==> config.mk <==
export PLATFORM = sky130hd
export DESIGN_NAME = tlb_request_arbiter
export DESIGN_NICKNAME = d
export VERILOG_FILES = /design/src/rtl/tlb_request_arbiter.sv
export SDC_FILE = /design/constraint.sdc
export NUM_CORES = 1
export LEC_CHECK = 0
export BUFFER_PORTS_ARGS = -buffer_cell sky130_fd_sc_hd__buf_2
export CAP_MARGIN = 20
export CORE_AREA = 2 2 107 109
export DETAILED_ROUTE_END_ITERATION = 16
export DIE_AREA = 0 0 109 111
export PLACE_DENSITY = 0.69
export SLEW_MARGIN = 0
export SYNTH_ARGS = -nofsm -noshare
export SYNTH_HDL_FRONTEND = slang
export SYNTH_SLANG_ARGS = --single-unit
==> constraint.sdc <==
create_clock -name clk -period 2.1 [get_ports clk]
set_clock_uncertainty 0.1 [all_clocks]
set_input_delay 0.315 -clock clk [delete_from_list [all_inputs] [get_ports clk]]
set_output_delay 0.315 -clock clk [all_outputs]
set_load 0.1 [all_outputs]
==> src/rtl/tlb_request_arbiter.sv <==
// ============================================================================
// Module   : tlb_request_arbiter
// Purpose  : Shares one TLB lookup port between the code, data-read and
//            data-write requesters, and serialises TLB flushes against lookups.
//            Optional macro TLB_ARB_STARVE_EN adds the code starvation guard.
// Revision : 1.0  initial release
// ============================================================================
`default_nettype none

module tlb_request_arbiter #(
  parameter logic [3:0] STARVE_LIMIT = 4'd3
) (
  input  logic        clk,
  input  logic        rst_n,

  input  logic        code_req_do,
  input  logic [31:0] code_req_address,
  input  logic        code_req_su,
  input  logic        rd_req_do,
  input  logic [31:0] rd_req_address,
  input  logic        rd_req_su,
  input  logic        wr_req_do,
  input  logic [31:0] wr_req_address,
  input  logic        wr_req_su,

  output logic        code_done,
  output logic        rd_done,
  output logic        wr_done,
  output logic [31:0] resp_linear,
  output logic [31:0] resp_physical,
  output logic        resp_cache_disable,

  output logic        tlb_req_do,
  output logic [31:0] tlb_req_address,
  output logic        tlb_req_su,
  output logic        tlb_req_wr,
  output logic        tlb_req_code,
  input  logic        tlb_resp_do,
  input  logic [31:0] tlb_resp_linear,
  input  logic [31:0] tlb_resp_physical,
  input  logic        tlb_resp_cache_disable,

  input  logic        flush_do,
  output logic        flush_done,
  output logic        tlb_flush_do,
  input  logic        tlb_flush_done
);

  typedef enum logic [1:0] {
    ST_IDLE  = 2'd0,
    ST_BUSY  = 2'd1,
    ST_FLUSH = 2'd2
  } state_t;

  state_t      state_q, state_d;
  logic [31:0] addr_q, addr_d;
  logic        su_q, su_d;
  logic        wr_q, wr_d;
  logic        code_q, code_d;
  logic [2:0]  owner_q, owner_d;
  logic        abandon_q, abandon_d;

  // One-hot vectors are ordered {wr, rd, code} throughout.
  logic [2:0]  req_vec;
  logic [2:0]  win;
  logic [2:0]  done_vec;
  logic [31:0] win_addr;
  logic        win_su;
  logic        owner_live;
  logic        lookup_grant;
  logic        promote_code;

  assign req_vec            = {wr_req_do, rd_req_do, code_req_do};
  assign owner_live         = |(owner_q & req_vec);
  assign code_done          = done_vec[0];
  assign rd_done            = done_vec[1];
  assign wr_done            = done_vec[2];
  assign resp_linear        = tlb_resp_linear;
  assign resp_physical      = tlb_resp_physical;
  assign resp_cache_disable = tlb_resp_cache_disable;

`ifdef TLB_ARB_STARVE_EN
  logic [3:0] starve_cnt_q, starve_cnt_d;

  assign promote_code = code_req_do && (starve_cnt_q == STARVE_LIMIT);

  always_comb begin
    starve_cnt_d = starve_cnt_q;
    if (!code_req_do || (lookup_grant && win[0])) begin
      starve_cnt_d = 4'd0;
    end else if (lookup_grant && (starve_cnt_q < STARVE_LIMIT)) begin
      starve_cnt_d = starve_cnt_q + 4'd1;
    end
  end

  always_ff @(posedge clk or negedge rst_n) begin
    if (!rst_n) starve_cnt_q <= 4'd0;
    else        starve_cnt_q <= starve_cnt_d;
  end
`else
  logic unused_starve_limit;
  assign unused_starve_limit = ^STARVE_LIMIT;
  assign promote_code        = 1'b0;
`endif

  always_comb begin
    win = 3'b000;
    if (promote_code)     win = 3'b001;
    else if (wr_req_do)   win = 3'b100;
    else if (rd_req_do)   win = 3'b010;
    else if (code_req_do) win = 3'b001;
  end

  always_comb begin
    win_addr = code_req_address;
    win_su   = code_req_su;
    if (win[2]) begin
      win_addr = wr_req_address;
      win_su   = wr_req_su;
    end else if (win[1]) begin
      win_addr = rd_req_address;
      win_su   = rd_req_su;
    end
  end

  // Outputs are gated by rst_n so the TLB sees requests drop as soon as reset asserts.
  always_comb begin
    state_d         = state_q;
    addr_d          = addr_q;
    su_d            = su_q;
    wr_d            = wr_q;
    code_d          = code_q;
    owner_d         = owner_q;
    abandon_d       = abandon_q;
    done_vec        = 3'b000;
    lookup_grant    = 1'b0;
    tlb_req_do      = 1'b0;
    tlb_req_address = 32'd0;
    tlb_req_su      = 1'b0;
    tlb_req_wr      = 1'b0;
    tlb_req_code    = 1'b0;
    tlb_flush_do    = 1'b0;
    flush_done      = 1'b0;
    if (rst_n) begin
      case (state_q)
        ST_IDLE: begin
          if (flush_do) begin
            tlb_flush_do = 1'b1;
            if (tlb_flush_done) flush_done = 1'b1;
            else                state_d    = ST_FLUSH;
          end else if (|win) begin
            lookup_grant    = 1'b1;
            tlb_req_do      = 1'b1;
            tlb_req_address = win_addr;
            tlb_req_su      = win_su;
            tlb_req_wr      = win[2];
            tlb_req_code    = win[0];
            addr_d          = win_addr;
            su_d            = win_su;
            wr_d            = win[2];
            code_d          = win[0];
            owner_d         = win;
            if (tlb_resp_do) done_vec = win;
            else             state_d  = ST_BUSY;
          end
        end
        ST_BUSY: begin
          tlb_req_do      = 1'b1;
          tlb_req_address = addr_q;
          tlb_req_su      = su_q;
          tlb_req_wr      = wr_q;
          tlb_req_code    = code_q;
          if (!owner_live) abandon_d = 1'b1;
          if (tlb_resp_do) begin
            if (!abandon_q && owner_live) done_vec = owner_q;
            abandon_d = 1'b0;
            state_d   = ST_IDLE;
          end
        end
        ST_FLUSH: begin
          tlb_flush_do = 1'b1;
          if (tlb_flush_done) begin
            flush_done = 1'b1;
            state_d    = ST_IDLE;
          end
        end
        default: state_d = ST_IDLE;
      endcase
    end
  end

  always_ff @(posedge clk or negedge rst_n) begin
    if (!rst_n) begin
      state_q   <= ST_IDLE;
      addr_q    <= 32'd0;
      su_q      <= 1'b0;
      wr_q      <= 1'b0;
      code_q    <= 1'b0;
      owner_q   <= 3'b000;
      abandon_q <= 1'b0;
    end else begin
      state_q   <= state_d;
      addr_q    <= addr_d;
      su_q      <= su_d;
      wr_q      <= wr_d;
      code_q    <= code_d;
      owner_q   <= owner_d;
      abandon_q <= abandon_d;
    end
  end

endmodule

`default_nettype wire

---- Word level (Yosys, flattened, before mapping) ----
Cells that the tools add are included.
W data, S select, Z words.
storage, ports and cells
  output and inout bits ................... 106
  word-level logic and storage cells ...... 75
  flip-flop bits (word level) ............. 41
  input bits .............................. 172
operators by class
  reductions and logical operators ........ 8
  bitwise logic cells ..................... 2
  equality and inequality tests ........... 8
  mux-type cells .......................... 50
operators with widths
  kind                  number
  $mux W32              5
  $pmux W32 S2          1
  $mux W1               22
  $mux W3               7
  $mux W2               7
  $pmux W1 S2           6
  $ne A3 B3 Y1 const B  3
  $ne A2 B2 Y1 const B  3
  $pmux W2 S3           1
  $pmux W3 S2           1
  $reduce_and A6 Y1     1
  $reduce_or A3 Y1      2
  $reduce_and A4 Y1     1
  $and A3 B3 Y3         1
  $reduce_and A3 Y1     1
  $eq A2 B1 Y1 const B  1
  $eq A2 B2 Y1 const B  1
  $logic_not A2 Y1      1
  $logic_and A1 B1 Y1   1
  $logic_not A1 Y1      1
  $not A1 Y1            1

---- Depth between registers and ports, before layout ----
  depth after elaboration ................. 9
  depth in mapped cells ................... 7
  depth with buffers taken out ............ 4

---- Worst setup path before layout ----
No wires, ideal clock.
  kind .................................... input-to-output
  start point ............................. input rst_n
  end point ............................... output rd_done
  arrival time ............................ 3.212 ns
  slack ................................... -1.527 ns
  data required time ...................... 1.685 ns
  stages on the path ...................... 6
  buffers on the path ..................... 3
  cell sequence ........................... buf_2 nor2b_1 buf_2 buf_4 nand4_1 a21boi_0
on the way
  word-level cells in the longest chain between the ends .. 1
RTL lines
  what                line  RTL
  start: declaration  14    input logic rst_n,
  $mux W3             144   if (rst_n) begin
  end: declaration    27    output logic rd_done,
Every way passes these cells.

---- Final worst setup path ----
  start point ............................. register state_q[1]
  end point ............................... output tlb_req_address[30]
on the way
  word-level cells in the longest chain between the ends .. 3
  elaborated cells between the ends (all ways) .. 4
  those cells by class .................... eq/ne: 1; mux: 2; reduce/logical: 1
RTL lines
  what                                              line  RTL
  start: declaration                                55    state_t state_q, state_d;
  start signal: assignment                          202   state_q <= state_d;
  $eq A2 B1 Y1 or $logic_not A2 Y1 (tied branches)  145   case (state_q)
  $pmux W32 S2 *                                    145
  $mux W32 *                                        144
  end: declaration                                  34    output logic [31:0] tlb_req_address,
Mark *: on every way between the ends. The rest lies on a longest branch, timed or not.

==> run_results.csv <==
group,metric,value,unit
synthesis,number_of_storage_elements_in_the_synthesis_netlist,39,
grt,grt_overflow,0,
grt,vias_in_the_first_global_route,3242,
final_layout,mostFrequentLayoutCells,"sky130_fd_sc_hd__nand2_1, sky130_fd_sc_hd__buf_2, sky130_fd_sc_hd__buf_12",
grt,initial_antenna_violation_count,0,
routing,routed_wl,10400,um
critical_path,ff2ff_setup_slack,410,ps
final_layout,layout-drive-gt1-share,0.473,
clock_network,cts.sinks,39,
routing,drc,0,
critical_path,critical_path.top_delay_family,"buffers and inverters",
final_layout,layout.cells.most_common,"sky130_fd_sc_hd__nand2_1",
critical_path,max_stage_delay,450,ps
place,post-dp-hpwl,7090,um
worst_hold_path,holdCritPathClass,"in2reg",
job,max-cap-violations,0,
synthesis,synth-seq-area-share,0.298,
floorplan,die_width,109,um
synthesis,ys.warnings.count,0,
timing,max_clock_freq,450,MHz
grt,grt_use_total,0.162,
routing,ant_nets,0,
final_layout,finalNonFillerCells,678,
routing,drt_pre_antenna_iters,4,
timing,final_hold_viol_count,0,
routing,count_of_vias_placed_by_the_detailed_router,3274,
synthesis,mappedNetlistArea,3270,um^2
timing,timing.max_slew.rel_slack,0.709,
final_layout,postLayoutCoreUtil,0.441,
outcome,run_status,"complete, but fails checks",
final_layout,finish.instance_area,4880,um^2
critical_path,rr_worst_depth,6,
clock_network,cts_buffers,5,
power_and_ir_drop,leakage,2.52,nW
critical_path,worst_r2r_startpoint,"state_q[1]",
synthesis,synth.lib_cells_used.distinct,38,
synthesis,syn_area_per_cell,7.34,um^2
place,globalplace.congestion,0.762,
final_layout,area_delta_synth_final,49.1,%
clock_network,ctsRootBufferMaster,"sky130_fd_sc_hd__clkbuf_16",
critical_path,crit_path_start,"state_q[1]",
power_and_ir_drop,power_per_cell_area,882,nW/um^2
synthesis,synth_cells,446,
grt,grt_pass1_wl,15500,um
floorplan,die_height,111,um
final_layout,finalNetCount,706,
place,placed_cells_incl_taps,652,
critical_path,path_max_fanout,6,
critical_path,setup.worst_path.start_class,"flop",
timing,final_critical_path_setup_slack,-124,ps
clock_network,clk_path_buf_depth,2,
synthesis,synth_area_leader_cell,"sky130_fd_sc_hd__dfrtp_1",
timing,final.hold.worst_slack,235,ps
outcome,violations_in_the_final_reports,"setup timing",
clock_network,cts_tree,"done",
critical_path,critPathArrivalTime,1810,ps
floorplan,die_area,12100,um^2
critical_path,worstPathCellList,"nor3_4 -> buf_6 -> o211a_4 -> buf_12 -> nand2_4 -> nand2_4 -> buf_12",
floorplan,core_area,11100,um^2
timing,grt_setup_unrepaired,"yes",
critical_path,r2r-end,"owner_q[2]",
timing,slew_viol_final,0,
synthesis,synth_nets,618,
floorplan,io-pin-count,278,
clock_network,clk-insertion-delay-late,280,ps
final_layout,n_antenna_cell,0,
routing,routed_via_density,4.83,
worst_hold_path,capture_endpoint_of_the_worst_hold_path,"abandon_q",
power_and_ir_drop,report.power.total,4.31,mW
synthesis,top_cell_type_s_share_of_synthesized_area,0.298,
routing,detail_route.wl_per_cell,15.4,um
critical_path,worstPathRequired,1680,ps
worst_hold_path,hold_depth,2,
timing,setup_viol,37,
floorplan,row_count,39,
place,dpl_cell_area,4400,um^2
synthesis,netlist_top_cells_area,"sky130_fd_sc_hd__dfrtp_1, sky130_fd_sc_hd__nand2_1, sky130_fd_sc_hd__buf_4, sky130_fd_sc_hd__mux2i_1, sky130_fd_sc_hd__nand3_1",
critical_path,worstPathBufferInverterCount,3,
timing,worst-slew-pin-transition,432,ps
power_and_ir_drop,worst_ir_drop_vdd,0.440,mV
timing,portion_of_the_clock_cycle_consumed_by_the_worst_path_in_the_final_layout,1.06,
critical_path,crit_type,"reg2out",
critical_path,endpoint_kind,"output port",
place,io_buffer_count,147,
timing,period_minus_slack,2220,ps
grt,largest_net_degree_at_the_start_of_global_routing,69,
floorplan,initial_core_utilization,0.295,
critical_path,critical_path.slowest_cell,"sky130_fd_sc_hd__dfrtp_2",
final_layout,nFillCells,1061,
routing,drtIter0Drc,97,
worst_hold_path,hold_path.startpoint,"tlb_resp_do",
clock_network,clk_pin_slew_worst_paths,60,ps
clock_network,clock_tree.htree_level_count,2,
final cells by class:
class	instances	area, um^2	area share
tap	143	179	0.0367
timing repair buffer	176	1680	0.344
inverter	1	3.75	0.000769
sequential	39	978	0.200
clock buffer	8	156	0.0320
multi-input combinational	311	1880	0.386
cells by family (layout without fill, tap and decap cells):
family / Yosys count / after routing / synth area share
compound gates: 56 / 57 / 0.104
simple gates: 220 / 220 / 0.288
buf+inv: 97 / 185 / 0.206
mux: 34 / 34 / 0.104
flops: 39 / 39 / 0.298
state kept, by name, indices dropped and copies added (netlist names):
register   cells
state_q        2
abandon_q      1
su_q           1
owner_q        3
addr_q        32
worst reg2reg max path, stage by stage, from the launching register on:
cell and delay, ps:
sky130_fd_sc_hd__dfrtp_2 450, sky130_fd_sc_hd__nor3_4 280, sky130_fd_sc_hd__buf_6 180, sky130_fd_sc_hd__buf_4 130, sky130_fd_sc_hd__o211ai_4 70, sky130_fd_sc_hd__buf_12 180, sky130_fd_sc_hd__a32o_1 210
what timing repair did:
item / CTS / global route
hold endpoints to repair: 8 / 0
cloned: 1 / 2
endpoints found under the setup margin: 40 / 40
hold buffers: 1 / 0
gates resized for setup: 14 / 17
pin swaps: 3 / 4
buffers inserted: 4 / 11
worst max path at each step:
stage               depth (start not counted)  slack, ps                   to
CTS                                         6       -100           tlb_req_do
finish                                      7       -120  tlb_req_address[30]
floorplan                                   4       -260            code_done
detailed placement                          6          4  tlb_req_address[15]
global placement                            6         70  tlb_req_address[28]
global route                                5       -210  tlb_req_address[28]
through the flow:
stage	setup TNS, ps	setup slack (ps)
2_1_floorplan	-878	-260
3_3_place_gp	0	72.5
3_5_place_dp	0	4.26
4_1_cts	-2710	-98.7
5_1_grt	-6980	-212
6_report	-3350	-124
report_power, final:
group          switching (mW)  internal [mW]
registers               0.201           1.09
clock network           0.287          0.506
logic                    1.37          0.847
total                    1.86           2.45
synth_stat cells (all sizes together):
cell	n
clkbuf	12
and2	1
a31oi	5
a32o	1
nand3	34
or2	2
o211ai	1
nand4	1
a21boi	1
o21a	1
nand3b	1
buf	84
nor2b	2
a211o	1
nand4b	1
o21ai	35
a21o	1
dfrtp	39
nor3	2
mux2i	34
a222oi	1
inv	1
nor3b	1
nand2	169
nand2b	1
or3	1
a21oi	7
o211a	2
nor2	4
routing by layer:
metal / GRT usage / part of all wire / vias up
met4: 0.0650 / 0.025 / 0
met5: 0 / 0 / -
li1: - / - / 1582
met3: 0.0259 / 0.050 / 36
met1: 0.183 / 0.39 / 1555
met2: 0.295 / 0.53 / 101
(Power assumes the default switching activity.)
